[src/rtl/chase_pkg.sv]
// Shared constants for the lamp-chase initiator/checker.
package chase_pkg;

  // FSM state encodings
  localparam logic [2:0] StIdle  = 3'd0;
  localparam logic [2:0] StStart = 3'd1;
  localparam logic [2:0] StWait  = 3'd2;
  localparam logic [2:0] StGap   = 3'd3;
  localparam logic [2:0] StError = 3'd4;

  // Error cause codes
  localparam logic [1:0] ErrNone    = 2'd0;
  localparam logic [1:0] ErrStep    = 2'd1;
  localparam logic [1:0] ErrTimeout = 2'd2;
  localparam logic [1:0] ErrDone    = 2'd3;

  localparam logic [7:0] LAMP_FIRST = 8'b1000_0000;
  localparam logic [7:0] LAMP_LAST  = 8'b0000_0001;

  // A new lamp value is legal if it repeats the expected lamp, moves one place right,
  // or goes dark after the last lamp.
  function automatic logic lamp_step_legal(input logic [7:0] lamp, input logic [7:0] exp_lamp);
    return (lamp == exp_lamp) ||
           ((lamp == (exp_lamp >> 1)) && (exp_lamp != LAMP_LAST)) ||
           ((lamp == 8'd0) && (exp_lamp == LAMP_LAST));
  endfunction

endpackage

[src/rtl/chase_tick_gen.sv]
// Tick generator: one-cycle tick every TICK_DIV clocks, restartable via clr.
module tick_gen #(
  parameter int unsigned TICK_DIV = 50000000
) (
  input  logic clk,
  input  logic reset,
  input  logic clr,
  output logic tick
);

  localparam int unsigned CntW = (TICK_DIV > 1) ? $clog2(TICK_DIV) : 1;

  logic [CntW-1:0] cnt_q, cnt_d;

  assign tick = (cnt_q == CntW'(TICK_DIV - 1));

  // Next count: restart on clr, wrap on tick
  always_comb begin
    cnt_d = cnt_q + CntW'(1);
    if (clr || tick) begin
      cnt_d = '0;
    end
  end

  // Counter register
  always_ff @(posedge clk) begin
    if (reset) begin
      cnt_q <= '0;
    end else begin
      cnt_q <= cnt_d;
    end
  end

endmodule

[src/rtl/chase_master.sv]
// Lamp-chase initiator/checker: runs batches of rounds against the responder,
// checks each lamp step and reports progress and sticky errors.
module chase_master
  import chase_pkg::*;
#(
  parameter int unsigned TICK_DIV      = 50000000,
  parameter int unsigned ROUNDS        = 4,
  parameter int unsigned TIMEOUT_TICKS = 3,
  parameter int unsigned GAP_TICKS     = 2
) (
  input  logic       clk,
  input  logic       reset,
  input  logic       go,
  input  logic       done_in,
  input  logic [7:0] lump_in,
  output logic       start_out,
  output logic       busy,
  output logic [7:0] rounds_done,
  output logic       batch_done,
  output logic       err,
  output logic [1:0] err_code
);

  localparam int unsigned ToW  = $clog2(TIMEOUT_TICKS + 1);
  localparam int unsigned GapW = $clog2(GAP_TICKS + 1);

  logic [2:0]      state_q, state_d;
  logic [7:0]      exp_q, exp_d;
  logic [ToW-1:0]  to_q, to_d;
  logic [GapW-1:0] gap_q, gap_d;
  logic [7:0]      rounds_q, rounds_d;
  logic            err_q, err_d;
  logic [1:0]      code_q, code_d;
  logic            batch_q, batch_d;
  logic [7:0]      prev_lump_q;
  logic            prev_done_q;

  logic       tick, tick_clr;
  logic       lamp_ev, done_ev, lamp_bad;
  logic [7:0] exp_eff;

  tick_gen #(
    .TICK_DIV(TICK_DIV)
  ) u_tick_gen (
    .clk  (clk),
    .reset(reset),
    .clr  (tick_clr),
    .tick (tick)
  );

  assign lamp_ev = (lump_in != prev_lump_q);
  assign done_ev = done_in & ~prev_done_q;

  assign start_out   = (state_q == StStart);
  assign busy        = (state_q != StIdle);
  assign rounds_done = rounds_q;
  assign batch_done  = batch_q;
  assign err         = err_q;
  assign err_code    = code_q;

  // Next-state logic for the batch FSM and its bookkeeping
  always_comb begin
    state_d  = state_q;
    exp_d    = exp_q;
    to_d     = to_q;
    gap_d    = gap_q;
    rounds_d = rounds_q;
    err_d    = err_q;
    code_d   = code_q;
    batch_d  = 1'b0;
    tick_clr = 1'b0;
    lamp_bad = 1'b0;
    exp_eff  = exp_q;

    case (state_q)
      StIdle: begin
        if (go) begin
          rounds_d = '0;
          err_d    = 1'b0;
          code_d   = ErrNone;
          state_d  = StStart;
          tick_clr = 1'b1;
        end
      end

      StStart: begin
        exp_d = LAMP_FIRST;
        to_d  = '0;
        if (tick) begin
          state_d = StWait;
        end
      end

      StWait: begin
        // Lamp event is judged first so a simultaneous done sees the updated exp
        if (lamp_ev) begin
          if (lamp_step_legal(lump_in, exp_q)) begin
            to_d = '0;
            if (lump_in != 8'd0) begin
              exp_eff = lump_in;
            end
          end else begin
            lamp_bad = 1'b1;
          end
        end
        exp_d = exp_eff;

        if (lamp_bad) begin
          state_d = StError;
          err_d   = 1'b1;
          code_d  = ErrStep;
        end else if (done_ev) begin
          if ((exp_eff == LAMP_LAST) && (lump_in == 8'd0)) begin
            rounds_d = rounds_q + 8'd1;
            if ((rounds_q + 8'd1) == 8'(ROUNDS)) begin
              batch_d = 1'b1;
              state_d = StIdle;
            end else begin
              gap_d    = '0;
              tick_clr = 1'b1;
              state_d  = StGap;
            end
          end else begin
            state_d = StError;
            err_d   = 1'b1;
            code_d  = ErrDone;
          end
        end else if (!lamp_ev && tick) begin
          if ((to_q + ToW'(1)) == ToW'(TIMEOUT_TICKS)) begin
            state_d = StError;
            err_d   = 1'b1;
            code_d  = ErrTimeout;
          end else begin
            to_d = to_q + ToW'(1);
          end
        end
      end

      StGap: begin
        if (tick) begin
          if ((gap_q + GapW'(1)) == GapW'(GAP_TICKS)) begin
            tick_clr = 1'b1;
            state_d  = StStart;
          end else begin
            gap_d = gap_q + GapW'(1);
          end
        end
      end

      StError: begin
        if (go) begin
          err_d   = 1'b0;
          state_d = StIdle;
        end
      end

      default: state_d = StIdle;
    endcase
  end

  // State and edge-detect registers
  always_ff @(posedge clk) begin
    if (reset) begin
      state_q     <= StIdle;
      exp_q       <= LAMP_FIRST;
      to_q        <= '0;
      gap_q       <= '0;
      rounds_q    <= '0;
      err_q       <= 1'b0;
      code_q      <= ErrNone;
      batch_q     <= 1'b0;
      prev_lump_q <= '0;
      prev_done_q <= 1'b0;
    end else begin
      state_q     <= state_d;
      exp_q       <= exp_d;
      to_q        <= to_d;
      gap_q       <= gap_d;
      rounds_q    <= rounds_d;
      err_q       <= err_d;
      code_q      <= code_d;
      batch_q     <= batch_d;
      prev_lump_q <= lump_in;
      prev_done_q <= done_in;
    end
  end

endmodule

[config.mk]
export PLATFORM = sky130hd
export DESIGN_NAME = chase_master
export DESIGN_NICKNAME = d
export VERILOG_FILES = /design/src/rtl/chase_pkg.sv /design/src/rtl/chase_tick_gen.sv /design/src/rtl/chase_master.sv
export SDC_FILE = /design/constraint.sdc
export NUM_CORES = 1
export LEC_CHECK = 0
export CELL_PAD_IN_SITES_DETAIL_PLACEMENT = 0
export CELL_PAD_IN_SITES_GLOBAL_PLACEMENT = 1
export CORE_ASPECT_RATIO = 2
export CORE_MARGIN = 2
export CORE_UTILIZATION = 45
export DETAILED_ROUTE_END_ITERATION = 12
export PLACE_DENSITY_LB_ADDON = 0.1
export SLEW_MARGIN = 15
export SYNTH_ARGS = -nofsm -noshare
export SYNTH_HDL_FRONTEND = slang
export SYNTH_HIERARCHICAL = 1
export SYNTH_SLANG_ARGS = --single-unit
[constraint.sdc]
create_clock -name clk -period 6.6 [get_ports clk]
set_input_delay 0.99 -clock clk [delete_from_list [all_inputs] [get_ports clk]]
set_output_delay 0.99 -clock clk [all_outputs]
set_load 0.005 [all_outputs]
# After elaboration in Yosys (flattened, before gate mapping)
# Index checks and enable logic that the tools add are counted.
[totals]
elab_cells = 134
regBits = 62
[op_classes]
n_reduce_logical = 24
n_eq_ne = 28
mux = 62
n_addsub = 4
bitwise_logic = 5
[op_table]
columns = ["op", "n"]
rows = [
  ["$mux W8", 8],
  ["$mux W2", 19],
  ["$pmux W8 S2", 2],
  ["$mux W3", 10],
  ["$add A26 B1 Y26 const B", 1],
  ["$eq A26 B26 Y1 const B", 1],
  ["$ne A2 B2 Y1 const B", 9],
  ["$mux W1", 17],
  ["$eq A8 B1 Y1 const B", 2],
  ["$pmux W3 S5", 1],
  ["$reduce_and A5 Y1", 3],
  ["$reduce_and A7 Y1", 2],
  ["$ne A4 B4 Y1 const B", 3],
  ["$pmux W2 S2", 3],
  ["$add A8 B1 Y8 const B", 1],
  ["$eq A8 B3 Y1 const B", 1],
  ["$eq A8 B7 Y1", 1],
  ["$eq A8 B8 Y1", 1],
  ["$logic_not A8 Y1", 1],
  ["$ne A8 B1 Y1 const B", 1],
  ["$ne A8 B8 Y1", 1],
  ["$reduce_bool A2 Y1", 4],
  ["$reduce_bool A8 Y1", 1],
  ["$eq A3 B2 Y1 const B", 2],
  ["other kinds (16)", 28],
]

# Depth between registers and ports, before layout
# Gate-level depths: netlist of the first run.
[depth]
word_depth = 15
mapped_depth = 11

# Cells and area by module
# The synthesis of the first run kept the hierarchy.
[by_module_without_submodules]
columns = ["module", "cells_each", "n_inst", "seq_area_each_um2", "area_per_inst_um2"]
rows = [
  ["chase_master", 246, 1, 720.7, 2128.3],
  ["tick_gen", 147, 1, 520.5, 1292.5],
]

# Worst setup path before layout of the first run
# No wires, ideal clock.
[synth_path]
path_kind = "input-to-reg"
startpoint = "in lump_in[3]"
endpoint = "reg u_tick_gen.cnt_q[10]"
slack_ns = 3.539
cell_stages = 11
t_arrival_ns = 2.934
setup_time_ns = 0.128
path_buffers = 2
required_time_ns = 6.472
path_cell_list = "buf_2 nor4_2 nand4_1 or3_1 nor2_1 nor2_1 o21ai_0 nor2_1 o41ai_2 clkbuf_1 nor2_1"
[synth_via]
elab_chain_cells = 15
word_cells_on_any_way = 24
classes_between = "eq/ne: 4; mux: 11; reduce/logical: 9"
[synth_lines]
columns = ["item", "line", "source"]
rows = [
  ["from (decl)", "chase_master.sv:15", "input logic [7:0] lump_in,"],
  ["$eq A8 B7 Y1", "chase_pkg.sv:24", "((lamp == (exp_lamp >> 1)) && (exp_lamp != LAMP_LAST)) ||"],
  ["$logic_and A1 B1 Y1", "chase_pkg.sv:24", ""],
  ["$logic_or A1 B1 Y1", "chase_pkg.sv:23", "return (lamp == exp_lamp) ||"],
  ["$logic_or A1 B1 Y1", "chase_pkg.sv:24", ""],
  ["$mux W8", "chase_master.sv:97", "if (lamp_step_legal(lump_in, exp_q)) begin"],
  ["$mux W8", "chase_master.sv:96", "if (lamp_ev) begin"],
  ["$mux W8", "chase_master.sv:75", "case (state_q)"],
  ["$eq A8 B1 Y1", "chase_master.sv:113", "if ((exp_eff == LAMP_LAST) && (lump_in == 8'd0)) begin"],
  ["$logic_and A1 B1 Y1", "chase_master.sv:113", ""],
  ["$mux W1", "chase_master.sv:113", ""],
  ["$mux W1", "chase_master.sv:112", "end else if (done_ev) begin"],
  ["$mux W1 (*)", "chase_master.sv:108", "if (lamp_bad) begin"],
  ["$pmux W1 S3 (*)", "chase_master.sv:75", ""],
  ["net tick_clr", "chase_master.sv:38", "logic tick, tick_clr;"],
  ["$logic_or A1 B1 Y1 (*)", "chase_tick_gen.sv:20", "if (clr || tick) begin"],
  ["$reduce_or A2 Y1 (no line) (*)", "--", ""],
  ["to (signal assigned)", "chase_tick_gen.sv:30", "cnt_q <= cnt_d;"],
  ["to (decl)", "chase_tick_gen.sv:13", "logic [CntW-1:0] cnt_q, cnt_d;"],
]
# Mark *: on every way through the listed nets, which the timed path passes. The rest lies on a longest branch. The select of a mux whose other input is x is not followed.
# A chain may end at the register's enable or synchronous reset.

# Worst setup path after layout of the first run
[layout_path]
startpoint = "in lump_in[3]"
endpoint = "reg u_tick_gen.cnt_q[14]"
# The elaborated chain is that of the path after synthesis.

==> results of run 1 <==
-- final timing paths --
kind,startpoint,endpoint,cells after the start
setup / recovery,lump_in[3],u_tick_gen/cnt_q[14],11
hold / removal,gap_q[1],gap_q[1],2
setup reg to reg,u_tick_gen/cnt_q[17],u_tick_gen/cnt_q[14],9
hold reg to reg,gap_q[1],gap_q[1],2
-- kinds of logic after synthesis --
logic type | Yosys count | share of synthesized area
xor gates and xnor gates | 37 | 0.0947
muxes | 5 | 0.0154
adders and majority gates | 5 | 0.0183
DFF | 62 | 0.363
buffers and inverters | 30 | 0.0435
and+or+nand+nor | 175 | 0.296
AOI/OAI and AO/OA | 79 | 0.169
-- where the power goes --
part	switching, mW	internal [mW]
clock network	0.167	0.351
logic	0.0414	0.0304
registers	0.00456	0.381
-- layer usage --
| metal | global-route usage | vias up | routed length (um) |
|---|---|---|---|
| li1 | - | 1482 | - |
| met1 | 0.285 | 1435 | 3750 |
| met2 | 0.308 | 68 | 3720 |
| met3 | 0.0326 | 5 | 296 |
| met4 | 0.0968 | 0 | 84 |
| met5 | 0 | - | 0 |
-- registers in the layout, indices dropped and copies added (netlist names) --
| signal | count |
|---|---|
| rounds_done | 8 |
| prev_done_q | 1 |
| batch_done | 1 |
| err | 1 |
| state_q | 3 |
| u_tick_gen/cnt_q | 26 |
| to_q | 2 |
| prev_lump_q | 8 |
| exp_q | 8 |
| gap_q | 2 |
| err_code | 2 |
-- cell usage after synthesis, types with 3 or more instances --
cell type   n  area share
a2111oi_0   4       0.010
a21o_1      4      0.0088
a21oi_1    14       0.020
a22o_1      3      0.0077
a32o_1      5       0.015
and2_1      4      0.0073
buf_2       8       0.012
buf_6       3      0.0099
clkbuf_1    5      0.0055
dfxtp_1    62        0.36
ha_1        5       0.018
inv_1      12       0.013
mux2i_1     3      0.0088
nand2_1    20       0.022
nand2b_1    8       0.015
nand3_1    12       0.018
nand4_1    15       0.027
nor2_1     37       0.041
nor2b_1    14       0.026
nor3_1     13       0.019
nor4_1      7       0.013
nor4b_1     4       0.010
o21a_1      3      0.0066
o21ai_0    14       0.020
o21bai_1    3      0.0066
o311ai_0    3      0.0077
o31ai_1     6       0.013
or2_2       5      0.0091
or3_1      12       0.022
or4_1       4      0.0088
xnor2_1    26       0.067
xor2_1     11       0.028
-- area by class of cell --
class | instances | area [um^2]
Clock buffer | 11 | 253
Inverter | 12 | 45.0
Multi-Input combinational cell | 301 | 2040
Fill cell | 674 | 3440
Clock inverter | 5 | 81.3
Timing Repair Buffer | 27 | 269
Sequential cell | 62 | 1240
Tap cell | 94 | 118
-- worst register-to-register path: stages, from the launching register on --
cell and delay, ns:
dfxtp_1 0.45, nor4b_1 0.30, nand3_1 0.20, nor4_1 0.83, nand2_1 0.16, o21ai_0 0.36, nor2_1 0.17, o41ai_4 0.16
buf_6 0.25, a21oi_1 0.06
-- per-stage QoR --
stage | utilization | hold slack [ns] | cells
5_1_grt | 0.541 | 0.496 | 512
3_3_place_gp | 0.495 | 0.444 | 495
3_5_place_dp | 0.495 | 0.462 | 495
6_report | 0.541 | 0.478 | 512
4_1_cts | 0.539 | 0.474 | 511
2_1_floorplan | - | 0.430 | 393
==> summary.txt, run 1 <==
Critical path
  • CP Cell Sequence: clkdlybuf4s50_1 > nor4_2 > nand4_1 > or3_1 > nor2_1 > nor2_1 > o21ai_0 > nor2_1 > o41ai_4 > buf_6 > a21oi_1
  • Worst Setup End Kind: flop
  • R2R Setup Slk: 3.54 ns
  • Crit path arrival time: 3.68 ns
  • Worst Setup Start Kind: input pin
  • Top cell by count, worst path: nor2_1
  • Setup CP Type: input pin to flop
  • CP required: 6.81 ns
  • Crit-path slowest cell: clkdlybuf4s50_1
  • CP max FO: 12
  • Crit-path max cell delay: 0.56 ns
  • CP bufs+invs: 2
  • Family with the most delay on the worst path: simple AND/OR/NAND/NOR gates

CTS
  • Post-CTS resize count: 0
  • CTS buffer count: 9
  • Postcts setup bufs: 0
  • Worst skew pair latency: 0.33 ns
  • CTS Root Cell: clkbuf_16
  • CTS tree: done
  • Clk buf depth: 2
  • CTS Hold Buffers Added: 0
  • Total clock sinks: 62
  • H-tree levels: 3
  • Clock slew at the register clock pins of the worst setup and hold paths: 0.05 ns

Place
  • Post-DP HPWL: 5730 um
  • PortBufs: 25
  • GP Congestion: 0.829
  • Pre-CTS setup slack: 2.87 ns
  • Placed instance area: 3700 um^2

Finish
  • Nets: 430
  • Layout area overhead: 18.4%
  • Post-route design area: 4050 um^2
  • Share of post-route cells with drive strength above 1: 0.100
  • N_diodes: 0
  • Commonest non-fill, non-tap cells in the layout: 62 x dfxtp_1, 37 x nor2_1, 26 x xnor2_1
  • Commonest non-fill, non-tap cell in the layout: dfxtp_1

Synth
  • Yosys warnings: 6
  • Synth unique cells: 64
  • Cell area after synthesis: 3420 um^2
  • Fraction of registers with async set or reset after synthesis: 0
  • Post-synth EDFFs: 0
  • Syn nets: 410
  • Sequential element share of the synthesized area: 0.363
  • Synth Register Bits: 62
  • Synth Area per Inst: 8.70 um^2
  • Synthesized instance count: 393
  • Synth Flop Type: dfxtp_1

Floorplanning
  • Boundary Pins: 26
  • Die height: 127 um
  • Starting Density: 0.457
  • Row count: 45
  • Core area: 7490 um^2
  • DIE AREA: 8360 um^2
  • Horiz. Die Dim: 65.7 um

Route
  • Initial DRT Pass Iterations: 4
  • DRC Markers: 0
  • WL per Instance: 15.3 um
  • Drt first-iter violations: 168
  • Via Count: 2990
  • Post-DR vias/cell: 5.84
  • WL final: 7850 um
  • Routed Antenna Nets: 0

STA
  • Setup TNS: 0 ns
  • FMAX: 288 MHz
  • Final Max Slew Viols: 0
  • Slew headroom: 0.383
  • Final clock skew: 0.00854 ns
  • Final period util: 0.525
  • Fin crit period: 3.47 ns
  • Final setup fails: 0
  • Final WS setup: 3.13 ns
  • Slew @ Worst Pin: 0.917 ns
  • RSZ-0062 raised after global routing: false
  • Final Hold Fails: 0

Global route
  • Initial antenna violation count: 0
  • Congestion Overflow GR: 0
  • Total GRT Usage: 0.205
  • Largest net degree at the start of global routing: 25
  • Vias in the first global route: 2844
  • First-pass GRT wire length: 13500 um

Power and ir drop
  • VDD IR max: 0.000149 V
  • Leak pwr: 1.31 nW
  • PwrDens: 241 nW/um^2
  • Overall Power: 0.975 mW

Run
  • Number of max-cap violations: 0

Status
  • Status: completed

Hold path
  • Worst min path class: flop to flop
Note: power is estimated with default switching activity, not from simulation.
==> run 2: changes to the inputs <==
--- a/config.mk
+++ b/config.mk
@@ -9,7 +9,7 @@
 export CELL_PAD_IN_SITES_GLOBAL_PLACEMENT = 1
 export CORE_ASPECT_RATIO = 2
 export CORE_MARGIN = 2
-export CORE_UTILIZATION = 45
+export CORE_UTILIZATION = 40
 export DETAILED_ROUTE_END_ITERATION = 12
 export PLACE_DENSITY_LB_ADDON = 0.1
 export SLEW_MARGIN = 15
==> constraint.sdc (replaced) <==
create_clock -name clk -period 2.9 [get_ports clk]
set_input_delay 0.435 -clock clk [delete_from_list [all_inputs] [get_ports clk]]
set_output_delay 0.435 -clock clk [all_outputs]
set_load 0.005 [all_outputs]
==> run 2 against run 1 <==
Effect of this change: clock skew fell by 0.0033 ns; clock power rose by 110%; non-clock buffer count rose by 43; largest power group unchanged; final area rose by 7.4%; power rose by 120%; hold slack got worse by 0.014 ns.
==> summary.txt, run 2 (same netlist as run 1, synthesis figures left out) <==
CTS
  • H-tree levels: 3 (unchanged)
  • CTS buffer count: 9 (unchanged)
  • CTS tree: done
  • Clk buf depth: 2 (unchanged)
  • Worst skew pair latency: 0.33 ns (about the same)
  • Postcts setup bufs: 0 (unchanged)
  • CTS Root Cell: clkbuf_16
  • Clock slew at the register clock pins of the worst setup and hold paths: 0.05 ns (about the same)
  • Total clock sinks: 62 (unchanged)

Critical path
  • R2r worst-path depth: 11 (+2)
  • Worst Setup Start Kind: flop
  • CP max FO: 6 (-6)
  • CP Cell Sequence: ha_1 > or4b_1 > nor4_2 > buf_4 > nor2_1 > nor2_1 > o21ai_0 > nor2_1 > o41ai_4 > buf_4 > a21oi_1
  • Crit path arrival time: 2.87 ns (-0.81 ns)
  • Setup CP Type: flop to flop
  • Crit-path max cell delay: 0.46 ns (-0.10 ns)
  • CP required: 3.17 ns (-3.64 ns)
  • Crit-path slowest cell: or4b_1
  • Top cell by count, worst path: nor2_1
  • Worst Setup End Kind: flop

STA
  • Worst hold margin: 0.463 ns (-0.0142 ns)
  • Final Hold Fails: 0 (unchanged)
  • Final Max Slew Viols: 0 (unchanged)
  • FMAX: 384 MHz
  • Slew headroom: 0.532 (+0.150)
  • Final period util: 0.899
  • Slew @ Worst Pin: 0.695 ns (-0.222 ns)
  • RSZ-0062 raised after global routing: false
  • Fin crit period: 2.61 ns
  • Final setup fails: 0 (unchanged)
  • Final WS setup: 0.293 ns (-2.84 ns)
  • Final clock skew: 0.00522 ns (-0.00332 ns)

Global route
  • Congestion Overflow GR: 0 (unchanged)
  • Vias in the first global route: 3036 (+6.8%)
  • First-pass GRT wire length: 15200 um (+12%)
  • Initial antenna violation count: 0 (unchanged)
  • Total GRT Usage: 0.215 (+0.00930)
  • Largest net degree at the start of global routing: 20 (-20%)

Finish
  • Share of post-route cells with drive strength above 1: 0.185 (+0.0843)
  • Fillers: 784 (+16%)
  • N_diodes: 0 (unchanged)
  • Commonest non-fill, non-tap cell in the layout: dfxtp_1
  • Max reg flops: 26 (unchanged)
  • Commonest non-fill, non-tap cells in the layout: 62 x dfxtp_1, 44 x buf_4, 37 x nor2_1
  • Nets: 473 (+10%)
  • Layout area overhead: 27.1%
  • Most flop-heavy register: u_tick_gen/cnt_q
  • Fin util: 0.524 (-0.0165)

Status
  • Status: completed

Route
  • Post-DR vias/cell: 5.65 (-3.2%)
  • Initial DRT Pass Iterations: 5 (+1)
  • WL final: 9660 um (+23%)
  • Via Count: 3155 (+5.5%)
  • WL per Instance: 17.3 um (+13%)
  • Drt first-iter violations: 135 (-20%)
  • Routed Antenna Nets: 0 (unchanged)
  • DRC Markers: 0 (unchanged)

Floorplanning
  • Horiz. Die Dim: 69.4 um (+5.7%)
  • Boundary Pins: 26 (unchanged)
  • Core area: 8290 um^2 (+11%)
  • DIE AREA: 9350 um^2 (+12%)
  • Die height: 135 um (+5.9%)
  • Row count: 47 (+4.4%)
  • Starting Density: 0.413 (-0.0443)

Place
  • Pre-CTS setup slack: -0.0115 ns (-2.88 ns)
  • PortBufs: 25 (unchanged)
  • GP Congestion: 0.947 (+14%)
  • Post-DP HPWL: 7580 um (+32%)

Hold path
  • Worst min path class: flop to flop
  • Worst Hold Depth: 1 (-1)

Power and ir drop
  • Leak pwr: 1.51 nW (+16%)
  • PwrDens: 492 nW/um^2 (+100%)
  • VDD IR max: 0.000520 V (+250%)

Run
  • Number of max-cap violations: 0 (unchanged)
==> run 2: metal layers <==
| layer | routed length (um) | up-vias | GRT usage | part of all wire |
|---|---|---|---|---|
| li1 | - | 1573 | - | - |
| met1 | 3250 | 1485 | 0.188 | 0.34 |
| met2 | 5700 | 66 | 0.425 | 0.59 |
| met3 | 214 | 31 | 0.0351 | 0.022 |
| met4 | 488 | 0 | 0.153 | 0.051 |
| met5 | 0 | - | 0 | 0 |
==> run 2: final cells by class <==
cell class / count / area [um^2] / share of cell area
multi-input cells: 301 / 2050 / 0.471
repair buffers: 70 / 601 / 0.138
clock inverters: 5 / 50.0 / 0.0115
clock buffers: 10 / 239 / 0.0550
flip-flops and latches: 62 / 1240 / 0.286
well taps: 98 / 123 / 0.0282
inverters: 12 / 45.0 / 0.0104
==> run 2: what timing repair did <==
| item | 4_1_cts | 5_1_grt |
|---|---|---|
| setup endpoints to repair | 0 | 25 |
| hold buffers | 0 | 0 |
| resized for setup | 0 | 1 |
==> run 2: per-stage QoR <==
step           power [mW]  instances  setup TNS (ns)  area (um^2)
2_1_floorplan        1.00        393               0         3420
3_3_place_gp         1.10        543        -0.00377         4050
3_5_place_dp         1.10        543         -0.0119         4050
4_1_cts              2.16        558               0         4340
5_1_grt              2.21        558               0         4350
6_report             2.14        558               0         4350
==> run 2: path summary, 6_finish.rpt <==
kind	start	endpoint	slack (ns)
worst max-delay path	rounds_done[1]	u_tick_gen/cnt_q[24]	0.29
worst min-delay path	u_tick_gen/cnt_q[0]	u_tick_gen/cnt_q[0]	0.46
worst max register to register	rounds_done[1]	u_tick_gen/cnt_q[24]	0.29
worst min register to register	u_tick_gen/cnt_q[0]	u_tick_gen/cnt_q[0]	0.46
==> run 2: critical path, delay by kind of cell, from the launching register on <==
kind / cells / cell delay [ns]
AOI/OAI and AO/OA: 3 / 0.42
adders and majority gates: 1 / 0.20
DFF: 1 / 0.38
and+or+nand+nor: 5 / 1.16
buffers and inverters: 2 / 0.38
==> run 2: power breakdown <==
part	switching [mW]	leakage [nW]	internal (mW)
Combinational	0.106	0.863	0.0944
Clock	0.383	0.148	0.676
Sequential	0.0106	0.503	0.867
==> run 3: changes to the inputs <==
--- a/config.mk
+++ b/config.mk
@@ -8,7 +8,7 @@
 export CELL_PAD_IN_SITES_DETAIL_PLACEMENT = 0
 export CELL_PAD_IN_SITES_GLOBAL_PLACEMENT = 1
 export CORE_ASPECT_RATIO = 2
-export CORE_MARGIN = 2
+export CORE_MARGIN = 10
 export CORE_UTILIZATION = 40
 export DETAILED_ROUTE_END_ITERATION = 12
 export PLACE_DENSITY_LB_ADDON = 0.1
==> run 3 against run 2 <==
Effect of this change: final area barely moved; global-route usage fell by 5.4 points; routed wire length rose by 2.4%; clock skew fell by 0.0014 ns; largest power group unchanged.
==> summary.txt, run 3 (same netlist as run 1, synthesis figures left out) <==
Place
  • PortBufs: 25 (unchanged)
  • Cells after DPL: 538 (-0.92%)
  • Pre-CTS setup slack: -0.0688 ns (-0.0573 ns)
  • Placed instance area: 4030 um^2 (-0.62%)
  • Post-DP HPWL: 7780 um (+2.6%)
  • GP Congestion: 0.941 (-0.68%)

STA
  • Final Max Slew Viols: 0 (unchanged)
  • Final clock skew: 0.00385 ns (-0.00137 ns)
  • Slew headroom: 0.511 (-0.0216)
  • Final period util: 0.897 (-0.00177)
  • RSZ-0062 raised after global routing: false
  • Final WS setup: 0.298 ns (+0.00514 ns)
  • Final setup fails: 0 (unchanged)
  • Setup TNS: 0 ns (unchanged)
  • Fin crit period: 2.60 ns (-0.00513 ns)
  • FMAX: 384 MHz (+0.20%)
  • Final Hold Fails: 0 (unchanged)
  • Slew @ Worst Pin: 0.727 ns (+0.0321 ns)

Finish
  • Layout area overhead: 27.1% (about the same)
  • Final Non-Filler Cells: 554 (-0.72%)
  • Area occupied by multi-input gates: 2050 um^2 (unchanged)
  • Commonest non-fill, non-tap cells in the layout: 62 x dfxtp_1, 38 x buf_4, 37 x nor2_1
  • Most flop-heavy register: u_tick_gen/cnt_q
  • Register area: 1240 um^2 (unchanged)
  • N_diodes: 0 (unchanged)
  • Share of post-route cells with drive strength above 1: 0.175 (-0.00934)
  • Nets: 468 (-1.1%)
  • Max reg flops: 26 (unchanged)
  • Post-route design area: 4350 um^2 (about the same)
  • Commonest non-fill, non-tap cell in the layout: dfxtp_1
  • Fillers: 800 (+2.0%)

Route
  • WL final: 9880 um (+2.4%)
  • Routed Antenna Nets: 0 (unchanged)
  • Initial DRT Pass Iterations: 4 (-1)
  • Via Count: 3115 (-1.3%)
  • DRC Markers: 0 (unchanged)
  • WL per Instance: 17.8 um (+3.1%)
  • Post-DR vias/cell: 5.62 (-0.55%)
  • Drt first-iter violations: 127 (-5.9%)

CTS
  • CTS Hold Buffers Added: 0 (unchanged)
  • Worst skew pair latency: 0.33 ns (about the same)
  • Total clock sinks: 62 (unchanged)
  • H-tree levels: 3 (unchanged)
  • Clk buf depth: 2 (unchanged)
  • CTS tree: done
  • Clock slew at the register clock pins of the worst setup and hold paths: 0.05 ns (about the same)
  • CTS buffer count: 9 (unchanged)
  • CTS Root Cell: clkbuf_16

Floorplanning
  • Die height: 151 um (+12%)
  • Starting Density: 0.413 (unchanged)
  • Horiz. Die Dim: 85.4 um (+23%)
  • Boundary Pins: 26 (unchanged)
  • Core area: 8290 um^2 (unchanged)
  • DIE AREA: 12900 um^2 (+38%)
  • Row count: 47 (unchanged)

Critical path
  • CP max FO: 11 (+5)
  • Crit path arrival time: 2.87 ns (about the same)
  • WP depth: 11 (unchanged)
  • CP required: 3.16 ns (about the same)
  • R2r worst-path depth: 11 (unchanged)
  • Reg-to-Reg End: u_tick_gen/cnt_q[16]
  • Crit-path slowest cell: or4b_1
  • Worst r2r src: rounds_done[1]
  • Worst Setup End Kind: flop
  • Setup CP Type: flop to flop
  • Family with the most delay on the worst path: simple AND/OR/NAND/NOR gates
  • CP bufs+invs: 2 (unchanged)
  • Critical Path Start: rounds_done[1]
  • Crit-path max cell delay: 0.45 ns (about the same)
  • Top cell by count, worst path: nor2_1
  • Crit path to: u_tick_gen/cnt_q[16]
  • R2R Setup Slk: 0.30 ns (about the same)
  • Worst Setup Start Kind: flop
  • CP Cell Sequence: ha_1 > or4b_1 > nor4_2 > buf_4 > nor2_1 > nor2_1 > o21ai_0 > nor2_1 > o41ai_4 > buf_12 > a21oi_1

Global route
  • GRT busiest layer: met2
  • Vias in the first global route: 3223 (+6.2%)
  • Total GRT Usage: 0.160 (-0.0541)
  • Largest net degree at the start of global routing: 21 (+5.0%)
  • First-pass GRT wire length: 16200 um (+6.8%)
  • GR Util met2: 0.326 (-0.0990)
  • Met3 Track Usage GR: 0.0312 (-0.00388)
  • Congestion Overflow GR: 0 (unchanged)
  • Initial antenna violation count: 0 (unchanged)
  • Met1 usage: 0.134 (-0.0539)

Power and ir drop
  • VDD IR max: 0.000318 V (-39%)
  • Overall Power: 2.22 mW (+4.0%)
  • PwrDens: 511 nW/um^2 (+4.0%)
  • Leak pwr: 1.50 nW (-0.84%)

Run
  • Number of max-cap violations: 0 (unchanged)

Status
  • Status: completed

Hold path
  • Worst min path class: flop to flop
[run 3: worst min-delay path by stage]
stage	from	endpoint	slack, ns	cells past startpoint
floorplan	u_tick_gen/cnt_q[0]	u_tick_gen/cnt_q[0]	0.43	1
global placement	u_tick_gen/cnt_q[0]	u_tick_gen/cnt_q[0]	0.45	1
detailed placement	u_tick_gen/cnt_q[0]	u_tick_gen/cnt_q[0]	0.45	1
CTS	u_tick_gen/cnt_q[0]	u_tick_gen/cnt_q[0]	0.47	1
global route	err_code[1]	err_code[1]	0.51	2
finish	u_tick_gen/cnt_q[0]	u_tick_gen/cnt_q[0]	0.46	1
[run 3: timing repair]
item / CTS / global route
setup buffers: 0 / 0
gates resized for setup: 0 / 1
endpoints found under the setup margin: 0 / 25
[run 3: worst reg2reg max path, stage by stage, from the launching register on]
cell	delay [ns]
dfxtp_1	0.38
ha_1	0.18
or4b_1	0.45
nor4_2	0.32
buf_4	0.19
nor2_1	0.05
nor2_1	0.11
o21ai_0	0.12
nor2_1	0.25
o41ai_4	0.19
buf_12	0.18
a21oi_1	0.11
[run 3: cell type report]
| type | count | area share |
|---|---|---|
| multi-input cells | 301 | 0.471 |
| flip-flops and latches | 62 | 0.285 |
| repair buffers | 65 | 0.132 |
| clock buffers | 10 | 0.0527 |
| well taps | 98 | 0.0282 |
| clock inverters | 6 | 0.0199 |
| inverters | 12 | 0.0104 |
[run 3: routing by layer]
layer | wire length (um) | vias to the layer above
met4 | 429 | 0
li1 | - | 1557
met2 | 5940 | 67
met1 | 3240 | 1467
met5 | 0 | -
met3 | 271 | 24
[run 3: stage by stage]
step | hold slack, ns | utilization
2_1_floorplan | 0.430 | -
3_3_place_gp | 0.446 | 0.486
3_5_place_dp | 0.453 | 0.486
4_1_cts | 0.466 | 0.524
5_1_grt | 0.507 | 0.524
6_report | 0.459 | 0.524
[run 3: report_power, final]
| part | switching [mW] | internal (mW) | total (mW) |
|---|---|---|---|
| combinational | 0.107 | 0.0944 | 0.201 |
| clock | 0.395 | 0.750 | 1.14 |
| sequential | 0.0107 | 0.867 | 0.877 |
